[src/rtl/tree_op_scheduler.sv]
// Issue scheduler for the SRAM PIFO ring: classifies each port's task against tree
// occupancy, arbitrates round-robin per root RPU and issues at most one registered op per RPU.
module tree_op_scheduler #(
   parameter int PTW      = 16,
   parameter int MTW      = 0,
   parameter int LEVEL    = 4,
   parameter int TREE_NUM = 4,
   parameter int TREE_CAP = 30,
   parameter int GAP      = 2,
   parameter int TNB      = $clog2(TREE_NUM),
   parameter int DW       = MTW + PTW
) (
   input  logic                 i_clk,
   input  logic                 i_arst_n,
   input  logic [LEVEL-1:0]     i_task_valid,
   input  logic [LEVEL-1:0]     i_task_push,
   input  logic [LEVEL*TNB-1:0] i_task_tree_id,
   input  logic [LEVEL*DW-1:0]  i_task_data,
   output logic [LEVEL-1:0]     o_task_ready,
   input  logic [LEVEL-1:0]     i_rpu_busy,
   output logic [LEVEL-1:0]     o_rpu_push,
   output logic [LEVEL-1:0]     o_rpu_pop,
   output logic [LEVEL*TNB-1:0] o_rpu_tree_id,
   output logic [LEVEL*DW-1:0]  o_rpu_push_data,
   output logic [LEVEL-1:0]     o_drop_full,
   output logic [LEVEL-1:0]     o_pop_empty
);
   localparam int LB  = $clog2(LEVEL);
   localparam int OCW = $clog2(TREE_CAP + 1);
   localparam int CW  = 4;

   logic [OCW-1:0]      occ_reg    [TREE_NUM];
   logic [CW-1:0]       cool_reg   [TREE_NUM];
   logic [LB-1:0]       rr_ptr_reg [LEVEL];

   logic [TNB-1:0]      port_tree  [LEVEL];
   logic [LB-1:0]       port_rpu   [LEVEL];
   logic [LEVEL-1:0]    rej_full;
   logic [LEVEL-1:0]    rej_empty;
   logic [LEVEL-1:0]    eligible;
   logic [LEVEL-1:0]    port_grant;

   logic [LEVEL-1:0]    rpu_gnt;
   logic [LB-1:0]       rpu_win    [LEVEL];

   logic [TREE_NUM-1:0] tree_gnt;
   logic [TREE_NUM-1:0] tree_is_push;

   logic [LEVEL-1:0]    push_next;
   logic [LEVEL-1:0]    pop_next;
   logic [LEVEL*TNB-1:0] tid_next;
   logic [LEVEL*DW-1:0] data_next;

   logic [LEVEL-1:0]    push_reg;
   logic [LEVEL-1:0]    pop_reg;
   logic [LEVEL*TNB-1:0] tid_reg;
   logic [LEVEL*DW-1:0] data_reg;
   logic [LEVEL-1:0]    drop_reg;
   logic [LEVEL-1:0]    empty_reg;

   genvar gi;
   generate
      for (gi = 0; gi < LEVEL; gi++) begin : g_port
         logic [OCW-1:0] occ_t;
         logic           cand;
         assign port_tree[gi]  = i_task_tree_id[gi*TNB +: TNB];
         assign port_rpu[gi]   = port_tree[gi][LB-1:0];
         assign occ_t          = occ_reg[port_tree[gi]];
         assign rej_full[gi]   = i_task_valid[gi] &  i_task_push[gi] & (occ_t == OCW'(TREE_CAP));
         assign rej_empty[gi]  = i_task_valid[gi] & ~i_task_push[gi] & (occ_t == '0);
         assign cand           = i_task_valid[gi] & ~rej_full[gi] & ~rej_empty[gi];
         assign eligible[gi]   = cand & (cool_reg[port_tree[gi]] == '0) & ~i_rpu_busy[port_rpu[gi]];
         // A port can only ever be granted by its tree's root RPU.
         assign port_grant[gi] = rpu_gnt[port_rpu[gi]] & (rpu_win[port_rpu[gi]] == LB'(gi));
      end

      for (gi = 0; gi < LEVEL; gi++) begin : g_rpu
         logic [LEVEL-1:0] req;
         logic             found;
         logic [LB-1:0]    win;
         logic [LB-1:0]    idx;

         always_comb begin
            req = '0;
            for (int p = 0; p < LEVEL; p++) begin
               req[p] = eligible[p] & (port_rpu[p] == LB'(gi));
            end
         end

         // First requester at or after the pointer wins; LB-bit wrap gives mod LEVEL.
         always_comb begin
            found = 1'b0;
            win   = '0;
            idx   = '0;
            for (int k = 0; k < LEVEL; k++) begin
               idx = rr_ptr_reg[gi] + LB'(k);
               if (!found && req[idx]) begin
                  found = 1'b1;
                  win   = idx;
               end
            end
         end

         assign rpu_gnt[gi]              = found;
         assign rpu_win[gi]              = win;
         assign push_next[gi]            = found &  i_task_push[win];
         assign pop_next[gi]             = found & ~i_task_push[win];
         assign tid_next[gi*TNB +: TNB]  = found ? port_tree[win] : '0;
         assign data_next[gi*DW +: DW]   = (found & i_task_push[win]) ? i_task_data[win*DW +: DW] : '1;
      end

      for (gi = 0; gi < TREE_NUM; gi++) begin : g_tree
         localparam int R = gi % LEVEL;
         assign tree_gnt[gi]     = rpu_gnt[R] & (port_tree[rpu_win[R]] == TNB'(gi));
         assign tree_is_push[gi] = i_task_push[rpu_win[R]];
      end
   endgenerate

   assign o_task_ready = rej_full | rej_empty | port_grant;

   always_ff @(posedge i_clk or negedge i_arst_n) begin
      if (!i_arst_n) begin
         for (int t = 0; t < TREE_NUM; t++) begin
            occ_reg[t]  <= '0;
            cool_reg[t] <= '0;
         end
         for (int r = 0; r < LEVEL; r++) begin
            rr_ptr_reg[r] <= '0;
         end
      end else begin
         for (int t = 0; t < TREE_NUM; t++) begin
            if (tree_gnt[t]) begin
               occ_reg[t]  <= tree_is_push[t] ? occ_reg[t] + OCW'(1) : occ_reg[t] - OCW'(1);
               cool_reg[t] <= CW'(GAP);
            end else if (cool_reg[t] != '0) begin
               cool_reg[t] <= cool_reg[t] - CW'(1);
            end
         end
         for (int r = 0; r < LEVEL; r++) begin
            if (rpu_gnt[r]) begin
               rr_ptr_reg[r] <= rpu_win[r] + LB'(1);
            end
         end
      end
   end

   always_ff @(posedge i_clk or negedge i_arst_n) begin
      if (!i_arst_n) begin
         push_reg  <= '0;
         pop_reg   <= '0;
         tid_reg   <= '0;
         data_reg  <= '1;
         drop_reg  <= '0;
         empty_reg <= '0;
      end else begin
         push_reg  <= push_next;
         pop_reg   <= pop_next;
         tid_reg   <= tid_next;
         data_reg  <= data_next;
         drop_reg  <= rej_full;
         empty_reg <= rej_empty;
      end
   end

   assign o_rpu_push      = push_reg;
   assign o_rpu_pop       = pop_reg;
   assign o_rpu_tree_id   = tid_reg;
   assign o_rpu_push_data = data_reg;
   assign o_drop_full     = drop_reg;
   assign o_pop_empty     = empty_reg;

endmodule
[config.mk]
export PLATFORM = sky130hd
export DESIGN_NAME = tree_op_scheduler
export DESIGN_NICKNAME = d
export VERILOG_FILES = /design/src/rtl/tree_op_scheduler.sv
export SDC_FILE = /design/constraint.sdc
export NUM_CORES = 1
export LEC_CHECK = 0
export CAP_MARGIN = 10
export CORE_MARGIN = 4
export CORE_UTILIZATION = 30
export DETAILED_ROUTE_END_ITERATION = 8
export SLEW_MARGIN = 5
export SYNTH_ARGS = -nofsm -noshare
export SYNTH_HDL_FRONTEND = slang
export SYNTH_SLANG_ARGS = --single-unit
[constraint.sdc]
create_clock -name i_clk -period 7.7 [get_ports i_clk]
set_input_delay 1.925 -clock i_clk [delete_from_list [all_inputs] [get_ports i_clk]]
set_output_delay 1.925 -clock i_clk [all_outputs]
set_load 0.03 [all_outputs]
==> results of run 1 <==
[stage by stage]
step / cell area [µm²] / hold WS [ps] / worst slack (ps) / cells
6_report: 11880 / 532.2 / 278.8 / 1573
5_1_grt: 11880 / 557.7 / 27.40 / 1573
4_1_cts: 11880 / 533.7 / 335.4 / 1572
3_5_place_dp: 11280 / 519.1 / 339.4 / 1540
3_3_place_gp: 11280 / 513.7 / 397.8 / 1540
2_1_floorplan: 9111 / 492.7 / 769.9 / 1008
[per-layer routing]
metal	GRT usage [%]	routed length, µm	up-vias
met3	3.249	2026	44
met5	0	0	-
met4	5.134	637	0
li1	-	-	3913
met2	30.40	14760	319
met1	24.64	13460	4048
[how the worst max path moves through the flow]
stage,endpoint,from,cells past startpoint,slack [ps]
2_1_floorplan,o_task_ready[3],i_task_tree_id[4],12,770
3_3_place_gp,o_task_ready[0],i_task_tree_id[1],11,400
3_5_place_dp,o_task_ready[0],i_task_tree_id[6],12,340
4_1_cts,o_task_ready[3],i_task_tree_id[2],11,340
5_1_grt,o_task_ready[3],i_task_tree_id[6],13,30
6_report,o_task_ready[3],i_task_tree_id[6],13,280
[synth_stat cells (9+ instances only)]
| master | count |
|---|---|
| a21o_1 | 18 |
| a21oi_1 | 21 |
| buf_2 | 16 |
| clkbuf_1 | 33 |
| dfrtp_1 | 68 |
| dfstp_2 | 64 |
| ha_1 | 12 |
| inv_1 | 21 |
| mux2_2 | 61 |
| mux2i_1 | 53 |
| mux4_2 | 16 |
| nand2_1 | 180 |
| nand2b_1 | 13 |
| nand3_1 | 46 |
| nor2_1 | 86 |
| nor3_1 | 22 |
| nor4_1 | 9 |
| o21ai_0 | 51 |
| o21ai_1 | 21 |
| or3_1 | 9 |
| or4_1 | 9 |
| xnor2_1 | 16 |
[power by group]
part / total, mW / switching, mW / internal (mW)
clock network: 0.835 / 0.350 / 0.485
logic: 0.994 / 0.527 / 0.467
registers: 1.07 / 0.240 / 0.831
[final cells by class]
type | count | area, µm²
Fill cell | 2954 | 17920
Multi-Input combinational cell | 786 | 5338
Sequential cell | 132 | 3383
Timing Repair Buffer | 205 | 1973
Tap cell | 390 | 488.0
Clock buffer | 17 | 425.4
Clock inverter | 15 | 166.4
Inverter | 27 | 101.3
Antenna cell | 1 | 2.502
[worst max-delay path, cell delays in order]
cell and delay, ps:
clkdlybuf4s50_1 630, mux4_2 580, nor4_2 450, mux2i_4 200, o21ai_0 470, nor3_1 140, o211ai_2 270, nand2_2 130
o21ai_0 170, nand2_1 90, a21oi_1 130, o22ai_1 120, buf_4 190
[cells by family (layout without fill, tap and decap cells)]
| logic type | Yosys count | in the layout | synth area share (%) |
|---|---|---|---|
| other cells | 1 | 5 | 0.04121 |
| simple gates | 422 | 422 | 21.77 |
| mux | 140 | 140 | 18.95 |
| xor+xnor | 20 | 20 | 1.925 |
| compound gates | 188 | 188 | 14.02 |
| flops | 132 | 132 | 37.18 |
| fa+ha+maj | 12 | 12 | 1.650 |
| buf+inv | 90 | 264 | 4.469 |
==> results.md, run 1 <==
- Die width: 182.2 µm
- RSZ-0062 raised after global routing: no
- Yosys reg bits: 132
- Unique cell type count in the Yosys netlist: 84
- Clock-pin slew of the registers on the worst-case setup and hold paths: 60 ps
- CP endpoint kind: output pin
- Largest area contributor in the synthesized netlist: dfrtp_1
- FP Rows: 63
- Max Fclk: 134.7 MHz
- DR pass1 iterations: 7
- Post-synth EDFFs: 0
- DRC viols: 0
- Hold Path Sink: cool_reg[9]
- Largest net degree at the start of global routing: 72
- R2R cell count: 13
- Slew Limit Fails: 0
- Final Hold Fails: 0
- Post-DRT Antenna Nets: 0
- H-tree levels: 4
- RePlAce Congestion: 0.9447
- Clock sinks: 132
- PortBufs: 177
- Critical path class: input port to output pin
- CORE AREA: 29800 µm²
- Die Y: 182.2 µm
- Post-CTS Setup Repair Bufs: 0
- Via count: 8324
- Share of the synthesized area in the top cell type: 18.70%
- Clock skew: 13.16 ps
- Initial Util: 30.54%
- Commonest non-fill, non-tap cell in the layout: nand2_1
- Outcome: completed
- GRT Overall Usage: 18.32%
- Max_slew headroom: 28.26%
- WHS Path Cells: 2
- MaxCap Viol Count: 0
- Final nets: 1267
- Netlist Area Pre-Place: 9100 µm²
- Starting DRT DRC Count: 726
- Clk_lat worst skew: 420 ps
- Reg-to-reg startpoint: occ_reg[16]
- Routed len/inst: 19.63 µm
- Worst hold path class: register to register
- Hold_sp: cool_reg[9]
- Synth Flop Type: dfrtp_1
- CP Launch Type: input port
- Setup TNS: 0 ps
- Minimum clock period: 7421 ps
- Cell count after synthesis: 1005
- Hpwl dp: 21.97 mm
- Final Core Density: 39.86%
- Layout area overhead: 30.52%
- Post-CTS resize count: 0
- Tot Pwr: 2.901 mW
- Sequential fraction of the synthesis area: 37.18%
- Asr flop ratio synth: 100.0%
- Share of post-route cells with drive strength above 1: 20.90%
- Part of the cycle the worst path needs: 96.38%
- Critical Path RT: 5780 ps
- Synth Warn #: 0
- I/O pins: 178
- Root Buffer: clkbuf_16
- Worst-path fanout max: 8
- CTS tree: done
- GR Overflow Total: 0
- First-pass GRT wire length: 48.13 mm
- Max reg flops: 64
- Worst Tran Pin Value: 1076 ps
- Leak: 4.743 nW
- Initial antenna violation count: 1
- FF-to-FF setup slack: 2940 ps
- Max rail drop VDD: 0.1544 mV
- Pwr dens: 244.2 nW/µm²
- Hold_buf cts: 0
- Syn Area/Cell: 9.055 µm²
- Final-report setup violation count: 0
- R2R Path End: occ_reg[8]
- Via-to-Cell Ratio: 5.292
- Commonest cells after routing, fill and taps aside: nand2_1, clkdlybuf4s50_1, nor2_1, dfrtp_1, dfstp_2
- Total CTS buffers: 17
- Clock Tree Buf Depth: 2
- Die area: 33180 µm²
- Worst EP arrival: 5500 ps
- Synth area leaders: dfrtp_1, dfstp_2, mux2_2
- Drt total wl: 30.89 mm
- Vias in the first global route: 8148
(Power assumes the default switching activity.)
==> inputs of run 2 (changes only) <==
--- a/config.mk
+++ b/config.mk
@@ -6,8 +6,9 @@
 export NUM_CORES = 1
 export LEC_CHECK = 0
 export CAP_MARGIN = 10
-export CORE_MARGIN = 4
+export CORE_MARGIN = 2
 export CORE_UTILIZATION = 30
+export CTS_CLUSTER_DIAMETER = 100
 export DETAILED_ROUTE_END_ITERATION = 8
 export SLEW_MARGIN = 5
 export SYNTH_ARGS = -nofsm -noshare
==> run 2 against run 1 <==
Net effect: largest cell class unchanged; critical path depth is 1 lower; critical path type unchanged; highest routed layer unchanged; clock power is 3.4% lower; cell area is 1.5% higher.
==> results.md, run 2 (synthesis gave the netlist of run 1 again) <==
- Max reg flops: 64 (unchanged)
- Antenna diodes: 0 (-1)
- Routed len/inst: 19.17 µm (-2.4%)
- Leak: 4.867 nW (+2.6%)
- Die width: 178.2 µm (-2.2%)
- I/O pins: 178 (unchanged)
- Worst EP arrival: 5550 ps (+50 ps)
- R2R Path End: occ_reg[8]
- Reg-to-reg startpoint: occ_reg[17]
- Die area: 31740 µm² (-4.3%)
- R2R cell count: 16 (+3)
- Drt total wl: 30.57 mm (-1.0%)
- H-tree levels: 4 (unchanged)
- Root Buffer: clkbuf_16
- Hpwl dp: 21.88 mm (-0.44%)
- Internal power: 1.773 mW (-0.62%)
- Post-DRT Antenna Nets: 0 (unchanged)
- Largest net degree at the start of global routing: 83 (+15%)
- CP endpoint kind: output pin
- RePlAce Congestion: 0.9565 (+1.2%)
- Final nets: 1290 (+1.8%)
- Worst Tran Pin Value: 782.5 ps (-293.5 ps)
- Commonest cells after routing, fill and taps aside: nand2_1, clkdlybuf4s50_1, nor2_1, dfrtp_1, dfstp_2
- Initial Util: 30.62% (+0.081 points)
- Hold Path Sink: cool_reg[6]
- Max Fclk: 133.8 MHz (-0.70%)
- Clock sinks: 132 (unchanged)
- Design Area, Final: 12050 µm² (+1.5%)
- CORE AREA: 29720 µm² (-0.26%)
- Clock Tree Buf Depth: 2 (unchanged)
- Comb pwr share: 34.9% (+0.6 points)
- Critical path class: input port to output pin
- Starting DRT DRC Count: 682 (-6.1%)
- Post-CTS Setup Repair Bufs: 0 (unchanged)
- Slew Limit Fails: 0 (unchanged)
- Max rail drop VDD: 0.1354 mV (-12%)
- GRT Overall Usage: 19.40% (+1.1 points)
- Minimum clock period: 7474 ps (+52.49 ps)
- DR pass1 iterations: 5 (-2)
- Final-report setup violation count: 0 (unchanged)
- Critical Path RT: 5780 ps (about the same)
- Vias in the first global route: 8051 (-1.2%)
- Layout area overhead: 32.42%
- Die Y: 178.2 µm (-2.2%)
- DRC viols: 0 (unchanged)
- Hold_buf cts: 0 (unchanged)
- MaxCap Viol Count: 0 (unchanged)
- Commonest non-fill, non-tap cell in the layout: nand2_1
- GR Overflow Total: 0 (unchanged)
- PortBufs: 177 (unchanged)
- Max_slew headroom: 47.83% (+20 points)
- Hold_sp: cool_reg[6]
- Pwr dens: 238.8 nW/µm² (-2.2%)
- CTS tree: done
- Area of placed instances: 11470 µm² (+1.6%)
- Switching power: 1.104 mW (-1.1%)
- Initial antenna violation count: 0 (-1)
- Clk_lat worst skew: 430 ps (about the same)
- Part of the cycle the worst path needs: 97.06% (+0.68 points)
- Tot Pwr: 2.877 mW (-0.81%)
- CP Launch Type: input port
- Worst hold path class: register to register
- Outcome: completed
- First-pass GRT wire length: 47.04 mm (-2.3%)
- Final Hold Fails: 0 (unchanged)
- Sequential power share: 37.1% (+0.2 points)
- Clock skew: 16.13 ps (+2.966 ps)
- Clock-pin slew of the registers on the worst-case setup and hold paths: 60 ps (about the same)
- Via count: 8262 (-0.74%)
- FP Rows: 63 (unchanged)
- Total CTS buffers: 17 (unchanged)
- FF-to-FF setup slack: 2950 ps (about the same)
- WHS Path Cells: 1 (-1)
- Hold slack: 523.0 ps (-9.200 ps)
- Setup TNS: 0 ps (unchanged)
- Via-to-Cell Ratio: 5.180 (-2.1%)
- Share of post-route cells with drive strength above 1: 22.32% (+1.4 points)
- RSZ-0062 raised after global routing: no
- Sw Share: 38.38% (-0.12 points)
- Clk pwr share: 28.0% (-0.8 points)
- Worst-path fanout max: 20 (+12)
## run 2: cell count changes in the layout (fill, tap and decap cells not counted), sizes merged
cell          previous run  this run
buf                     33        55
bufinv                   2         0
clkbuf                  17        21
clkinv                   3         4
clkinvlp                 2         1
diode                    1         0
dlymetal6s2s             0         1
inv                     35        33
## run 2: per-layer routing
| metal | share of wire, % | global-route usage, % | routed length [µm] | vias up |
|---|---|---|---|---|
| li1 | - | - | - | 3955 |
| met3 | 5.9 | 3.453 | 1790 | 40 |
| met2 | 48 | 31.67 | 14570 | 265 |
| met4 | 2.0 | 5.874 | 618 | 0 |
| met1 | 44 | 26.14 | 13590 | 4002 |
| met5 | 0 | 0 | 0 | - |
## run 2: worst max path at each step
stage	slack, ps	endpoint	from	cells after the start
after global placement	90	o_task_ready[2]	i_task_tree_id[2]	11
after CTS	60	o_task_ready[2]	i_task_tree_id[2]	11
after floorplan	770	o_task_ready[3]	i_task_tree_id[4]	12
after detailed placement	70	o_task_ready[2]	i_task_tree_id[2]	11
final	230	o_task_ready[0]	i_task_tree_id[6]	12
after global routing	50	o_task_ready[3]	i_task_tree_id[6]	14
## run 2: area by class of cell
class                           count  area [µm²]
Tap cell                          390       488.0
Clock buffer                       21       491.7
Inverter                           27       101.3
Sequential cell                   132        3383
Multi-Input combinational cell    786        5345
Fill cell                        2891       17670
Clock inverter                     11       86.33
Timing Repair Buffer              228        2155
## run 2: repair_timing
action | in CTS | in global routing
hold endpoints to repair | 0 | 0
resized for setup | 0 | 2
endpoints found under the setup margin | 0 | 3
## run 2: critical path, stage by stage
cell	delay, ps
clkdlybuf4s50_1	630
mux4_2	560
nor4_2	410
mux2i_4	180
o21a_1	260
nor4_2	260
a221o_1	220
nor2_4	40
buf_4	240
o311a_1	390
o21ai_1	220
buf_4	200
## run 2: metrics by stage
stage	util [%]	setup slack [ps]	std cells
after global placement	38.58	89.89	1563
after global routing	40.55	45.85	1595
after floorplan	-	769.9	1008
after detailed placement	38.58	67.34	1563
after CTS	40.53	63.06	1595
final	40.55	226.3	1595
## run 2: power groups by stage
stage	logic [mW]	clock network (mW)	registers, mW
global route	1.12	0.868	1.09
floorplan	0.748	0	0.971
detailed placement	1.00	0	1.07
CTS	1.01	0.829	1.06
global placement	0.981	0	1.07
finish	1.00	0.807	1.07
==> RTL change: new RTL, config.mk and constraints of run 1 <==
The parameter `TREE_CAP` goes from 30 to 60.
--- a/src/rtl/tree_op_scheduler.sv
+++ b/src/rtl/tree_op_scheduler.sv
@@ -6,5 +6,5 @@
    parameter int LEVEL    = 4,
    parameter int TREE_NUM = 4,
-   parameter int TREE_CAP = 30,
+   parameter int TREE_CAP = 60,
    parameter int GAP      = 2,
    parameter int TNB      = $clog2(TREE_NUM),
Check against the original RTL: not settled (the Yosys comparison gave no result); the edit may change what the design does.
==> RTL change against run 1 <==
  * Critical path depth is the same
  * Critical endpoint is now o_task_ready[0]
  * Largest cell class unchanged
  * Combinational power is 6.2% lower
  * Final cell count decreased by 3.2%
  * Via count fell by 8.0%
  * Total power down 0.25%
  * Wire length decreased by 10%
  * Sequential cell count is 4 higher
  * Non-clock buffer count rose by 3
  * Design area is 0.22% lower
  * Synthesized area fell by 1.5%
  * Critical path type unchanged
  * Clock skew decreased by 0.0049 ns
  * First-iteration DRC count shrank 44%
  * Worst setup slack worse by 0.034 ns
==> RTL change: results (changes against run 1) <==
* Largest net degree at the start of global routing at 87 (+21%)
* Clock buf count at 23 (+6)
* Clk_skew at 0.00824 ns (-0.00492 ns)
* Initial DRC count at 410 (-44%)
* Ranking of synthesized cells by area: dfrtp_1, dfstp_2, mux2i_1
* Sequential group share of total power at 0.371 (+0.002)
* GRT Resource Usage Total at 0.170 (-0.0136)
* Pint at 0.00185 W (+3.9%)
* DP Wirelength at 19.5 mm (-11%)
* Multi-input combinational area share at 0.434 (-0.0157)
* Leakage at 4.66 nW (-1.7%)
* Routed wl met3 at 1.05 mm (-48%)
* Vias per std cell at 5.03 (-4.9%)
* Fill count at 2896 (-2.0%)
* Comb_multi_in at 733 (-6.7%)
* Routed WL per cell at 18.3 um (-7.0%)
* Post-Place Cells at 1490 (-3.2%)
* Register area share after synthesis at 0.388 (+0.0167)
* GRT met3 Usage at 0.0280 (-0.00450)
* Worst Tran Pin Value at 0.873 ns (-0.203 ns)
* Met1 usage in global routing at 0.220 (-0.0268)
* Synth Area in Compound Gates at 0.0966 (-0.0437)
* Post-place setup slack at 0.267 ns (-0.0727 ns)
* Netlist cell types at 73 (-13%)
* Buffering overhead at 0.171 (+0.00438)
* Cells after Synth at 958 (-4.7%)
* Non-clk invs at 23 (-15%)
* Die area at 0.0327 mm2 (-1.4%)
* Vias post-DR at 7658 (-8.0%)
* Routed wl met2 at 13.5 mm (-8.4%)
* XOR/XNOR Fraction of Synth Area at 0.0273 (+0.00810)
* Combinational share of power at 0.322 (-0.021)
* Share of cells above drive strength 1 at 0.208 (-0.000487)
* Fin nets at 1213 (-4.3%)
* Worst VDD drop at 0.143 mV (-7.4%)
* Non-Clock Buffer Count at 208 (+1.5%)
* Status: finished clean
[RTL change: through the flow]
stage                     power (W)   util
after floorplan             0.00168      -
after global placement      0.00199  0.379
after detailed placement    0.00201  0.379
after CTS                   0.00292  0.401
after global routing        0.00307  0.401
final                       0.00289  0.401
[RTL change: path summary, 6_finish.rpt]
check,from,end,slack [ns],cells past startpoint
setup reg to reg,occ_reg[1],occ_reg[8],2.63,16
setup / recovery,i_task_tree_id[3],o_task_ready[0],0.24,13
min in group asynchronous,i_arst_n,o_rpu_push[0],1.59,1
max in group asynchronous,i_arst_n,o_rpu_tree_id[6],4.90,2
hold reg to reg,cool_reg[2],cool_reg[2],0.50,1
hold / removal,cool_reg[2],cool_reg[2],0.50,1
[RTL change: worst max-delay path, delay by kind of cell]
family,cells,cell delay [ns]
AOI/OAI and AO/OA,5,1.18
muxes,1,0.28
and+or+nand+nor,5,1.24
buffers and inverters,2,0.90
